$ cat src/rtl/ext_bus_ctrl.sv
// ext_bus_ctrl: external bus cycle engine (SETUP/STROBE/HOLD) with wait states
// that stretches the CPU clock-enable until the access has completed.
module ext_bus_ctrl #(
  parameter int WAIT_STATES = 2,
  parameter int ADDR_BITS = 16
) (
  input  logic                 clk,
  input  logic                 resb,
  input  logic                 clken_in,
  output logic                 cpu_clken,
  input  logic                 bus_e,
  input  logic [ADDR_BITS-1:0] cpu_addr,
  input  logic [7:0]           cpu_dout,
  input  logic                 cpu_we,
  output logic [7:0]           ext_din,
  output logic [ADDR_BITS-1:0] ext_addr,
  output logic [7:0]           ext_dout,
  output logic                 ext_doe,
  input  logic [7:0]           ext_din_pin,
  output logic                 ext_csb,
  output logic                 ext_oeb,
  output logic                 ext_web,
  output logic                 ext_rwb,
  output logic                 busy
);
  localparam int CW = ($clog2(WAIT_STATES + 1) > 1) ? $clog2(WAIT_STATES + 1) : 1;
  typedef enum logic [1:0] {IDLE, SETUP, STROBE, HOLD} state_t;
  state_t state, state_nx;
  logic [CW-1:0] cnt;
  logic done, start;
  // The core's own reset sequence needs raw enables, so reset bypasses the stretch.
  assign cpu_clken = clken_in & (~resb | ~(bus_e & ~done));
  assign start = bus_e & ~done & ~cpu_clken;
  always_ff @(posedge clk)
    state <= !resb ? IDLE : state_nx;
  always_comb begin
    state_nx = state;
    busy = state != IDLE;
    ext_csb = state == IDLE;
    ext_oeb = 1'b1;
    ext_web = 1'b1;
    ext_doe = busy & ~ext_rwb;
    case (state)
      IDLE:    state_nx = start ? SETUP : IDLE;
      SETUP:   state_nx = STROBE;
      STROBE: begin
        state_nx = (cnt == '0) ? HOLD : STROBE;
        ext_oeb = ~ext_rwb;
        ext_web = ext_rwb;
      end
      default: state_nx = IDLE;
    endcase
  end
  always_ff @(posedge clk) begin
    if (!resb) begin
      done <= 1'b0;
      ext_addr <= '0;
      ext_dout <= '0;
      ext_din <= '0;
      ext_rwb <= 1'b1;
      cnt <= '0;
    end else begin
      if (state == HOLD) done <= 1'b1;
      else if (cpu_clken) done <= 1'b0;
      if (state == IDLE && start) begin
        ext_addr <= cpu_addr;
        ext_dout <= cpu_dout;
        ext_rwb <= ~cpu_we;
      end
      if (state == SETUP) cnt <= CW'(WAIT_STATES);
      else if (state == STROBE && cnt != '0) cnt <= cnt - CW'(1);
      // Read data is sampled at the end of the final strobe cycle.
      if (state == STROBE && cnt == '0 && ext_rwb) ext_din <= ext_din_pin;
    end
  end
endmodule
$ cat config.mk
export PLATFORM = sky130hd
export DESIGN_NAME = ext_bus_ctrl
export DESIGN_NICKNAME = d
export VERILOG_FILES = /design/src/rtl/ext_bus_ctrl.sv
export SDC_FILE = /design/constraint.sdc
export NUM_CORES = 1
export LEC_CHECK = 0
export CAP_MARGIN = 15
export CORE_MARGIN = 3
export CORE_UTILIZATION = 34
export DETAILED_ROUTE_END_ITERATION = 8
export GPL_TIMING_DRIVEN = 0
export PLACE_DENSITY = 0.69
export SETUP_SLACK_MARGIN = 0.2
export SYNTH_ARGS = -nofsm -noshare
export SYNTH_HDL_FRONTEND = slang
export SYNTH_SLANG_ARGS = --single-unit
$ cat constraint.sdc
create_clock -name clk -period 1.7 [get_ports clk]
set_input_delay 0.255 -clock clk [delete_from_list [all_inputs] [get_ports clk]]
set_output_delay 0.255 -clock clk [all_outputs]
set_load 0.01 [all_outputs]
* Yosys cells after proc, flatten, opt, wreduce, memory -nomap -nowiden
Index checks and enable logic that the tools add are counted.
** Storage, ports and cells
- Register bits after elaboration :: 38
- Input bits :: 37
- Output and inout bits :: 39
- Word-level logic and storage cells :: 43
** Operators by class
- Add/subtract/negate cells :: 1
- Equal/unequal tests :: 3
- Muxes and demuxes :: 9
- Bitwise operators :: 11
- Reduce and logical (&&, ||, !) cells :: 11
** Operators by type and width (count)
- 2-bit nonzero test :: 4
- 1-bit 2-to-1 mux :: 6
- 1-bit NOT :: 6
- 2-bit case mux with 3 select lines :: 1
- 1-bit bitwise AND :: 4
- 2-bit == test (second input constant) :: 2
- 1-bit logical AND :: 4
- 2-bit zero test :: 2
- 2-bit 2-to-1 mux :: 2
- 2-bit by 1-bit == test with 1-bit output (second input constant) :: 1
- 2-bit OR reduction :: 1
- 2-bit by 1-bit subtractor with 2-bit output (second input constant) :: 1
- 1-bit OR :: 1

* Longest topological paths before layout
- Depth after elaboration :: 9
- Gate-level depth with buffers :: 6
- Mapped depth without buffers :: 5

* Worst setup path before layout
Ideal clock, no wire load.
- Path kind :: register -> register
- Start :: register state[0]
- End :: register ext_rwb
- Library setup time :: 119 ps
- Data arrival time :: 1138 ps
- Data required time :: 1581 ps
- Setup slack :: 444 ps
- Stages on the path, launching flop included :: 7
- Buffers on the path :: 1
- Period minus slack after synthesis :: 1256 ps
- Cell sequence :: dfxtp_1 -> inv_1 -> ha_1 -> nand3b_4 -> buf_6 -> mux2i_1 -> nand2_1
** On the way
- Word-level cells in the longest chain between the ends :: 2
** Ends and longest elaborated chain
- start: declaration :: RTL line 28 : state_t state, state_nx;
- start signal: assignment :: RTL line 35 : state <= !resb ? IDLE : state_nx;
- 2-bit zero test
- named net ext_csb :: RTL line 20 : output logic ext_csb,
- 1-bit logical AND :: RTL line 65 : if (state == IDLE && start) begin
- end signal: assignment :: RTL line 68 : ext_rwb <= ~cpu_we;
- end: declaration :: RTL line 23 : output logic ext_rwb,
The timed path passes the listed nets, and every way through them passes these cells.
A chain may end at the register's enable or synchronous reset.

* Worst setup path in the final report
- Start :: register ext_rwb
- End :: output ext_rwb
No word-level cell between the ends.

==> flow_metrics.py <==
metrics = {
    "clock_network": {
        "cts_buffers": 5,
        "holdBufCountCts": 0,
        "clock_latency_ps": 290,
        "h-tree-depth": 2,
        "cts-root-buf": "clkbuf_8",
        "clkSinkCount": 38,
        "tritoncts": "yes",
        "cts.reportedPaths.clkPinSlew_ps": 70,
        "cts-root-to-sink-buffers": 2,
    },
    "worst_setup_path": {
        "worstPathArrival_ps": 1230,
        "crit_chain": "clkdlybuf4s50_1",
        "crit_family": "buffers and inverters",
        "r2r_setup_slack_ps": 410,
        "cp-end-kind": "output port",
        "cpPeakStageDelay_ps": 550,
        "start_kind": "flip-flop",
        "worst-setup-path-type": "reg2out",
        "crit_buf_inv": 1,
        "cp_max_fo": 6,
        "critPathRequiredTime_ps": 1440,
        "worst_path_max_delay_cell": "clkdlybuf4s50_1",
    },
    "yosys": {
        "synth_top_family_by_area": "simple AND/OR/NAND/NOR gates",
        "synth-seq-area-share": 0.489,
        "synth_seq_cells": 38,
        "synthXorXnorAreaFrac": 0.00563,
        "avgSynthCellArea_sq_um": 8.65,
        "ys_warn_count": 0,
        "synth_compound_area_frac": 0.137,
        "synth_nets": 222,
        "synth-adder-area-share": 0.0402,
        "netlist_area_sq_um": 1560,
        "synth_cell_types": 25,
        "synth-simple-area-share": 0.243,
        "syn_inst": 180,
        "muxShareOfSynthArea": 0.0129,
    },
    "layout": {
        "fin_cells": 311,
        "layout_common_cells": "clkdlybuf4s50_1, nand2_1, dfxtp_1, nand3_1, o21ai_1",
        "nets": 303,
        "area_growth_pct": 58.3,
        "final_common_cell": "clkdlybuf4s50_1",
        "utilization": 0.586,
        "drive_above_1_share": 0.153,
        "diodes": 0,
    },
    "power_and_ir_drop": {
        "switchingPower_uw": 702,
        "p_per_area_nw_per_um2": 966,
        "power.total_mw": 2.38,
        "peakVddDrop_v": 0.000580,
        "seqPwrFrac": 0.448,
        "leakage_nw": 0.952,
        "combPwrFrac": 0.311,
        "p_sw_frac": 0.295,
        "clock_power_share": 0.241,
        "intPower_mw": 1.68,
    },
    "route": {
        "drt-total-wl_um": 4070,
        "drt_first_pass_iters": 3,
        "wl_per_cell_um": 13.1,
        "drt.antenna.violating_nets": 0,
        "vias_per_cell": 4.71,
        "drt_iter0_drc": 35,
        "route.detailed.drc": 0,
        "vias": 1464,
    },
    "placement": {
        "dp.cells": 304,
        "numPortBuffers": 74,
        "gp_congestion": 0.730,
        "hpwl_um": 2950,
    },
    "sta": {
        "min_period_over_period": 0.871,
        "period_minus_slack_ps": 1480,
        "finClkSkew_ps": 5.49,
        "rsz0062_at_grt": "yes",
        "relSlewSlack": 0.863,
        "hold_violations": 0,
        "drv_slew": 0,
        "fmax_mhz": 675,
        "tightest_slew_ps": 206,
        "setup_viol": 0,
    },
    "grt": {
        "grt_use_met3": 0.0834,
        "grt_pass1_wl_um": 6420,
        "busiest_layer": "met2",
        "grt_util_met2": 0.233,
        "track_usage": 0.154,
        "grt-ovfl-total": 0,
        "grtUsageMet1": 0.188,
        "grt_start_max_net_pins": 11,
        "grt_pass1_vias": 1396,
        "antenna_found_initial": 0,
    },
    "die": {
        "start_util": 0.370,
        "die_w_um": 73.7,
        "rows": 23,
        "fp.dieH_um": 73.7,
        "die_area_sq_um": 5430,
        "coreArea_sq_um": 4200,
        "io_pins": 76,
    },
    "min_path": {
        "hold_path_class": "in2reg",
    },
    "flow_run": {
        "drv_cap": 0,
    },
    "outcome": {
        "status": "complete, no violations",
    },
}
[state kept, by name, summed over array words and instances (netlist names)]
signal and count:
ext_addr 16, ext_din 8, ext_dout 8, cnt 2
state 2, done 1, ext_rwb 1
[synthesized netlist by cell type]
library cell | instances | area [sq um]
nand2b_1 | 1 | 6.26
nor2b_4 | 1 | 13.8
nor3b_2 | 1 | 12.5
and2_1 | 1 | 6.26
nand2_1 | 35 | 131
a31oi_1 | 1 | 6.26
clkbuf_2 | 1 | 5.00
o21a_1 | 1 | 7.51
o21ai_1 | 13 | 65.1
xnor2_1 | 1 | 8.76
buf_2 | 11 | 55.1
a21oi_1 | 2 | 10.0
nor2_1 | 1 | 3.75
o21ai_0 | 11 | 55.1
ha_1 | 5 | 62.6
inv_1 | 8 | 30.0
or2b_1 | 1 | 7.51
mux2i_1 | 2 | 20.0
o21ai_2 | 8 | 70.1
nand3b_4 | 1 | 20.0
nor2b_1 | 1 | 6.26
buf_6 | 2 | 22.5
nand3_1 | 32 | 160
nand3_2 | 1 | 10.0
dfxtp_1 | 38 | 761
[path summary, 6_finish.rpt]
kind	end	cells past startpoint	startpoint
worst max-delay path	ext_rwb	1	ext_rwb
worst min-delay path	state[0]	3	resb
worst max register to register	ext_din[0]	6	cnt[0]
worst min register to register	ext_addr[14]	2	ext_addr[14]
[through the flow]
step,worst slack [ps],cell area (sq um),hold WS [ps],TNS (ps)
after global placement,-19.1,2360,443,-19.1
after detailed placement,-17.5,2360,449,-17.5
after global routing,172,2460,277,0
after floorplan,444,1560,388,0
after CTS,77.6,2450,244,0
final,219,2460,250,0
[metal layers]
| metal | vias to the layer above | routed length, um |
|---|---|---|
| met2 | 56 | 1800 |
| met5 | - | 0 |
| met3 | 5 | 469 |
| met4 | 0 | 29 |
| met1 | 643 | 1770 |
| li1 | 760 | - |
[cells by family after synthesis]
logic type	count (synthesis)
and+or+nand+nor	76
DFF	38
AOI/OAI and AO/OA	36
buffers and inverters	22
adders and majority gates	5
muxes	2
xor gates and xnor gates	1
[cell type report]
type                       instances  area (sq um)
fill                             409          1740
sequential                        38           769
timing repair buffer              74           732
multi-input combinational        120           708
buffer                            14          82.6
clock buffer                       7          76.3
tap                               50          62.6
inverter                           8          32.5
[power by group through the flow]
stage,logic [mW],clock network [mW],registers (mW)
final,0.741,0.573,1.07
after global routing,0.810,0.632,1.08
after CTS,0.738,0.597,1.06
after detailed placement,0.741,0,1.08
after global placement,0.735,0,1.07
after floorplan,0.317,0,1.11
[what timing repair did]
| action | in CTS | in global routing |
|---|---|---|
| gates resized for setup | 14 | 8 |
| setup endpoints to repair | 7 | 6 |
| pin swaps | 0 | 1 |
| setup buffers | 0 | 0 |
Note: power is estimated with default switching activity, not from simulation.
